`src/rtl/rr_walkingone_arbiter_if.sv`:
```
// rr_walkingone_arbiter_if: request/grant bundle between requesters, consumer and arbiter
// iRequest    per-requester request level
// iDone       consumer completion pulse
// oGrant      registered one-hot (or zero) grant
// oGrantValid OR-reduce of oGrant
// oBusy       arbiter in GRANTED or RELEASE
// oTimeout    one-cycle watchdog release pulse
interface rr_walkingone_arbiter_if #(
  parameter int NUM_REQ = 3
);
  logic [NUM_REQ-1:0] iRequest;
  logic               iDone;
  logic [NUM_REQ-1:0] oGrant;
  logic               oGrantValid;
  logic               oBusy;
  logic               oTimeout;
  modport slave (
    input  iRequest, iDone,
    output oGrant, oGrantValid, oBusy, oTimeout
  );
  modport master (
    output iRequest, iDone,
    input  oGrant, oGrantValid, oBusy, oTimeout
  );
endinterface

```
`src/rtl/rr_walkingone_arbiter.sv`:
```
// rr_walkingone_arbiter: round-robin arbiter with held one-hot grant, dead release cycle and hold watchdog
// Clock  system clock, posedge
// Reset  synchronous active-high reset
// bus    slave side of rr_walkingone_arbiter_if (requests, done, grant, status)
module rr_walkingone_arbiter #(
  parameter int NUM_REQ  = 3,
  parameter int MAX_HOLD = 16,
  parameter int CNT_W    = 16
) (
  input logic                   Clock,
  input logic                   Reset,
  rr_walkingone_arbiter_if.slave bus
);
  typedef enum logic [1:0] {IDLE, GRANTED, RELEASE} state_t;
  localparam logic [NUM_REQ-1:0] PTR_RST = NUM_REQ'(1) << (NUM_REQ - 1);
  state_t             state_q, state_d;
  logic [NUM_REQ-1:0] grant_q, grant_d, ptr_q, ptr_d;
  logic [NUM_REQ-1:0] above, req_hi, winner;
  logic [CNT_W-1:0]   cnt_q, cnt_d;
  logic               timeout_q, timeout_d, wd_hit;
  // bits strictly above the pointer get first chance; otherwise wrap to the lowest request
  assign above  = ~(ptr_q | (ptr_q - 1'b1));
  assign req_hi = bus.iRequest & above;
  assign winner = |req_hi ? (req_hi & (~req_hi + 1'b1)) : (bus.iRequest & (~bus.iRequest + 1'b1));
  assign wd_hit = (MAX_HOLD != 0) && (cnt_q == CNT_W'(MAX_HOLD - 1));
  always_comb begin
    state_d   = state_q;
    grant_d   = grant_q;
    ptr_d     = ptr_q;
    cnt_d     = cnt_q;
    timeout_d = 1'b0;
    case (state_q)
      IDLE: if (|bus.iRequest) begin
        state_d = GRANTED;
        grant_d = winner;
        ptr_d   = winner;
        cnt_d   = '0;
      end
      GRANTED: begin
        cnt_d = &cnt_q ? cnt_q : cnt_q + 1'b1;
        if (bus.iDone || wd_hit) begin
          state_d   = RELEASE;
          grant_d   = '0;
          timeout_d = !bus.iDone;
        end
      end
      RELEASE: state_d = IDLE;
      default: begin
        state_d = IDLE;
        grant_d = '0;
      end
    endcase
  end
  always_ff @(posedge Clock) begin
    if (Reset) begin
      state_q   <= IDLE;
      grant_q   <= '0;
      ptr_q     <= PTR_RST;
      cnt_q     <= '0;
      timeout_q <= 1'b0;
    end else begin
      state_q   <= state_d;
      grant_q   <= grant_d;
      ptr_q     <= ptr_d;
      cnt_q     <= cnt_d;
      timeout_q <= timeout_d;
    end
  end
  assign bus.oGrant      = grant_q;
  assign bus.oGrantValid = |grant_q;
  assign bus.oBusy       = state_q != IDLE;
  assign bus.oTimeout    = timeout_q;
endmodule

```
`src/flat_wrapper.sv`:
```
// flat-port wrapper written by rule: the top's interface ports become plain ports
module rr_walkingone_arbiter_flat 
#(
  parameter int NUM_REQ  = 3,
  parameter int MAX_HOLD = 16,
  parameter int CNT_W    = 16
)
  (Clock, Reset, bus_iRequest, bus_iDone, bus_oGrant, bus_oGrantValid, bus_oBusy, bus_oTimeout);
  rr_walkingone_arbiter_if #(.NUM_REQ(NUM_REQ)) bus_i ();
  input logic Clock;
  input logic Reset;
  input wire logic [$bits(bus_i.iRequest)-1:0] bus_iRequest;
  input wire logic [$bits(bus_i.iDone)-1:0] bus_iDone;
  output wire logic [$bits(bus_i.oGrant)-1:0] bus_oGrant;
  output wire logic [$bits(bus_i.oGrantValid)-1:0] bus_oGrantValid;
  output wire logic [$bits(bus_i.oBusy)-1:0] bus_oBusy;
  output wire logic [$bits(bus_i.oTimeout)-1:0] bus_oTimeout;
  assign bus_i.iRequest = bus_iRequest;
  assign bus_i.iDone = bus_iDone;
  assign bus_oGrant = bus_i.oGrant;
  assign bus_oGrantValid = bus_i.oGrantValid;
  assign bus_oBusy = bus_i.oBusy;
  assign bus_oTimeout = bus_i.oTimeout;
  rr_walkingone_arbiter #(.NUM_REQ(NUM_REQ), .MAX_HOLD(MAX_HOLD), .CNT_W(CNT_W)) u_core (.Clock(Clock), .Reset(Reset), .bus(bus_i));
endmodule
```
`config.mk`:
```
export PLATFORM = sky130hd
export DESIGN_NAME = rr_walkingone_arbiter_flat
export DESIGN_NICKNAME = d
export VERILOG_FILES = /design/src/rtl/rr_walkingone_arbiter_if.sv /design/src/rtl/rr_walkingone_arbiter.sv /design/src/flat_wrapper.sv
export SDC_FILE = /design/constraint.sdc
export NUM_CORES = 1
export LEC_CHECK = 0
export ABC_AREA = 0
export CORE_UTILIZATION = 55
export DETAILED_ROUTE_END_ITERATION = 16
export PLACE_DENSITY = 0.86
export SKIP_CTS_REPAIR_TIMING = 1
export SYNTH_ARGS = -nofsm -noshare
export SYNTH_HDL_FRONTEND = slang
export SYNTH_SLANG_ARGS = --single-unit
```
`constraint.sdc`:
```
create_clock -name Clock -period 1.9 [get_ports Clock]
set_clock_uncertainty 0.05 [all_clocks]
set_input_delay 0.57 -clock Clock [delete_from_list [all_inputs] [get_ports Clock]]
set_output_delay 0.57 -clock Clock [all_outputs]
set_load 0.02 [all_outputs]
```
Word-level counts from Yosys, hierarchy flattened
Cells that the tools add are included.
Storage, ports and cells
  output and inout port bits: 6
  input port bits: 6
  register bits: 25
  word-level logic and storage cells: 49
Operators by class
  add/sub/neg operators: 4
  bitwise operators: 10
  equal/unequal tests: 6
  multiplexer cells: 10
  reductions and logical operators: 14
Operators by type and width (count)
  $mux 16: 2
  $pmux 16 s2: 1
  $add 16x1->16 const B: 1
  $eq 16x4->1 const B: 1
  $reduce_and 16->1: 1
  $reduce_or 3->1: 4
  $and 3x3->3: 3
  $mux 3: 3
  $not 3->3: 3
  $pmux 3 s3: 1
  $add 3x1->3 const B: 2
  $reduce_and 3->1: 2
  $mux 2: 2
  $ne 2x1->1 const B: 2
  $pmux 2 s2: 1
  $reduce_and 2->1: 2
  $reduce_bool 2->1: 2
  $not 1->1: 3
  $or 3x3->3: 1
  $sub 3x1->3 const B: 1
  $eq 2x1->1 const B: 1
  $eq 2x2->1 const B: 1
  $logic_not 2->1: 1
  $ne 2x2->1 const B: 1
  other kinds (2): 2

Logic depth before layout (Yosys ltp)
  depth after elaboration: 10
  depth in mapped cells: 6

Worst setup path after synthesis
No wires, ideal clock.
  kind: input to register
  from: in bus_iRequest[0]
  to: reg u_core.cnt_q[7]
  stages: 5
  setup slack: 0.183 ns
  library setup time: 0.091 ns
  data required time: 1.759 ns
  arrival: 1.576 ns
  cells stage by stage: or3_4 and2_4 buf_6 a21o_1 a311oi_1
Between the ends
  cells in the longest elaborated chain, start to end: 3
Ends and longest elaborated chain
  start, declared: line flat_wrapper.sv:12  | input wire logic [$bits(bus_i.iRequest)-1:0] bus_iRequest;
  $reduce_or 3->1: line rr_walkingone_arbiter.sv:33  | IDLE: if (|bus.iRequest) begin
  $ne 2x1->1 (no line)
  $reduce_and 3->1 (no line)
  end signal, assigned: line rr_walkingone_arbiter.sv:65  | cnt_q <= cnt_d;
  end, declared: line rr_walkingone_arbiter.sv:19  | logic [CNT_W-1:0] cnt_q, cnt_d;
No other way between the ends.
A chain may end at the register's enable or synchronous reset.

Worst setup path in the final report
  from: reg u_core.cnt_q[0]
  to: reg u_core.cnt_q[0]
Between the ends
  cells in the longest elaborated chain, start to end: 3
Ends and longest elaborated chain
  $add 16x1->16 / $reduce_and 16->1 (equally long branches): line rr_walkingone_arbiter.sv:40  | cnt_d = &cnt_q ? cnt_q : cnt_q + 1'b1;
  $mux 16 / $ne 2x2->1 (equally long branches)
  $pmux 16 s2 / $reduce_and 3->1 (equally long branches)
Several ways; a longest one is shown, not always the timed one. The select of a mux whose other input is x is not followed.

==> out/metrics.yaml <==
rows: 18
crit_path_start: "u_core.cnt_q[0]"
endpoint: "u_core.cnt_q[0]"
grt_util_all_layers: 0.302
cp-end-kind: "flip-flop"
powerDensity_nw_per_um2: 603
regToRegEndpoint: "u_core.cnt_q[0]"
antenna_found_initial: 0
htreeDepth: 1
fill_cells: 193
io_buffers: 11
status: "finished, final reports clean"
cts_buffers: 3
netlist_instances: 172
start_util: 0.577
avgSynthCellArea_sq_um: 8.24
path_max_fanout: 4
cts.sinks: 25
gp_congestion: 1.02
critical_path_class: "flip-flop to flip-flop"
dr.pass1.iters: 4
ys.flop_type: "dfxtp_1"
regToRegStartpoint: "u_core.cnt_q[0]"
grt_start_max_net_pins: 15
period_needed_ns: 1.85
syn_nets: 179
drc_errors: 0
finalSetupViolations: 0
io_pins: 12
seq_area_sq_um: 500
worst_hold_slack_ns: 0.441
cts_tree: "yes"
grt_pass1_wl_microns: 6120
leakage_nw: 0.747
dpl.hpwl_microns: 2930
finalHoldViolations: 0
synthArstFlopShare: 0
cp_slowest_cell: "nor4_4"
r2r_setup_slack_ns: 0.05
synth_top_area_share: 0.353
clkTransAtPathRegs_ns: 0.14
drive_gt1_frac: 0.202
drtIter0Drc: 62
vdd_drop_max_v: 0.000552
antenna-diode-count: 0
worst_slew_pin_slew_ns: 0.456
die_height_microns: 52.8
crit_chain: "ha_2 > nand3_2 > nor4_4 > a21oi_1 > mux2_4"
synth-seq-area-share: 0.353
nets: 211
mostFrequentLayoutCells: "buf_4 (25), dfxtp_1 (25), nor2_1 (16), nand2_1 (11), a31oi_1 (10)"
routed_wl_microns: 3950
ctsRootBufferMaster: "clkbuf_4"
die-area_sq_um: 2780
slew_headroom: 0.696
drv_cap: 0
avgRoutedWirePerCell_microns: 16.9
slowest_delay_ns: 0.44
clockBufferDepth: 2
multi_input_area_sq_um: 848
yosysWarnings: 0
critPathRequiredTime_ns: 2.09
synth_edf_count: 0
post-route-util: 0.716
hp-class: "flip-flop to flip-flop"
grt-ovfl-total: 0
worstSetupPathDepth: 5
ys_types: 48
path_buf_inv: 0
die_w_microns: 52.8
synth.cell_area_sq_um: 1420
yosysTopAreaCell: "dfxtp_1"
core_sq_um: 2450
fmax_ghz: 0.539
cpLargestDelayFamily: "simple AND/OR/NAND/NOR gates"
clk_latency_ns: 0.33
startpoint_type: "flip-flop"
period_share: 0.976
synth_area_leaders: "dfxtp_1 (35%), a31oi_1 (4.4%), nor2_1 (4.2%)"
slew_violations: 0
ys_seq_elements: 25
ant_nets: 0
viasPerCell: 6.52
synthToLayoutAreaGrowth_pct: 23.9
rr_worst_depth: 5
vias: 1519
grt_pass1_vias: 1342
worstPathArrival_ns: 2.05
==> where the power goes <==
part           switching, mW  total, mW  leakage, nW  internal, mW
Combinational          0.137      0.250        0.526         0.113
Clock                  0.173      0.253       0.0177        0.0792
Sequential            0.0117      0.556        0.203         0.544
==> metrics by stage <==
step / worst slack [ns] / area (sq um) / total power, mW / TNS (ns) / instances
CTS: -0.286 / 1730 / 1.05 / -0.628 / 232
floorplan: 0.183 / 1420 / 0.708 / 0 / 172
global route: -0.00693 / 1760 / 1.10 / -0.00693 / 233
detailed placement: -0.261 / 1700 / 0.814 / -4.56 / 228
finish: 0.0452 / 1760 / 1.06 / 0 / 233
global placement: -0.323 / 1700 / 0.805 / -4.01 / 228
==> kinds of logic (layout without fill, tap and decap cells) <==
logic type      count (synthesis)  in the layout  share of synthesized area
flops                          25             25                      0.353
xor+xnor                        1              1                    0.00618
buf+inv                        17             48                     0.0547
compound gates                 49             49                      0.231
simple gates                   77             77                      0.328
fa+ha+maj                       1              1                    0.00882
mux                             2              2                     0.0176
==> metal layers <==
| metal | GRT usage | part of all wire | up-vias |
|---|---|---|---|
| met1 | 0.396 | 0.42 | 690 |
| met3 | 0.0493 | 0.076 | 16 |
| met4 | 0.154 | 0.028 | 0 |
| met5 | 0 | 0 | - |
| li1 | - | - | 726 |
| met2 | 0.470 | 0.47 | 87 |
==> final cells by class <==
type / instances / area share
Sequential cell: 25 / 0.285
Multi-Input combinational cell: 130 / 0.483
Clock inverter: 1 / 0.00285
Tap cell: 30 / 0.0214
Timing Repair Buffer: 36 / 0.178
Clock buffer: 3 / 0.0128
Inverter: 8 / 0.0171
==> worst register-to-register path, cell delays in order (launching register included) <==
cell and delay, ns:
dfxtp_1 0.37, ha_2 0.23, nand3_2 0.16, nor4_4 0.44, a21oi_1 0.20, mux2_4 0.32
==> synthesized netlist by cell type, drive strengths merged (4+ instances only) <==
cell	n
o21ai	9
nand4	6
nor2	16
inv	8
nand2	11
a211oi	4
buf	5
a31oi	10
or3	5
and3	4
nor4	9
nand3	10
a41oi	4
a21oi	9
dfxtp	25
clkbuf	4
==> worst min-delay path by stage <==
| stage | from | depth (start not counted) | endpoint |
|---|---|---|---|
| floorplan | u_core.ptr_q[2] | 2 | u_core.ptr_q[2] |
| global placement | u_core.ptr_q[2] | 2 | u_core.ptr_q[2] |
| detailed placement | u_core.ptr_q[2] | 2 | u_core.ptr_q[2] |
| CTS | u_core.ptr_q[2] | 2 | u_core.ptr_q[2] |
| global route | u_core.ptr_q[2] | 2 | u_core.ptr_q[2] |
| finish | u_core.ptr_q[2] | 2 | u_core.ptr_q[2] |
==> state kept, by name, summed over array words and instances (netlist names) <==
name / flops
u_core.ptr_q: 3
u_core.bus.oGrant: 3
u_core.state_q: 2
u_core.bus.oTimeout: 1
u_core.cnt_q: 16
No activity file was read; power rests on OpenSTA's default activity.
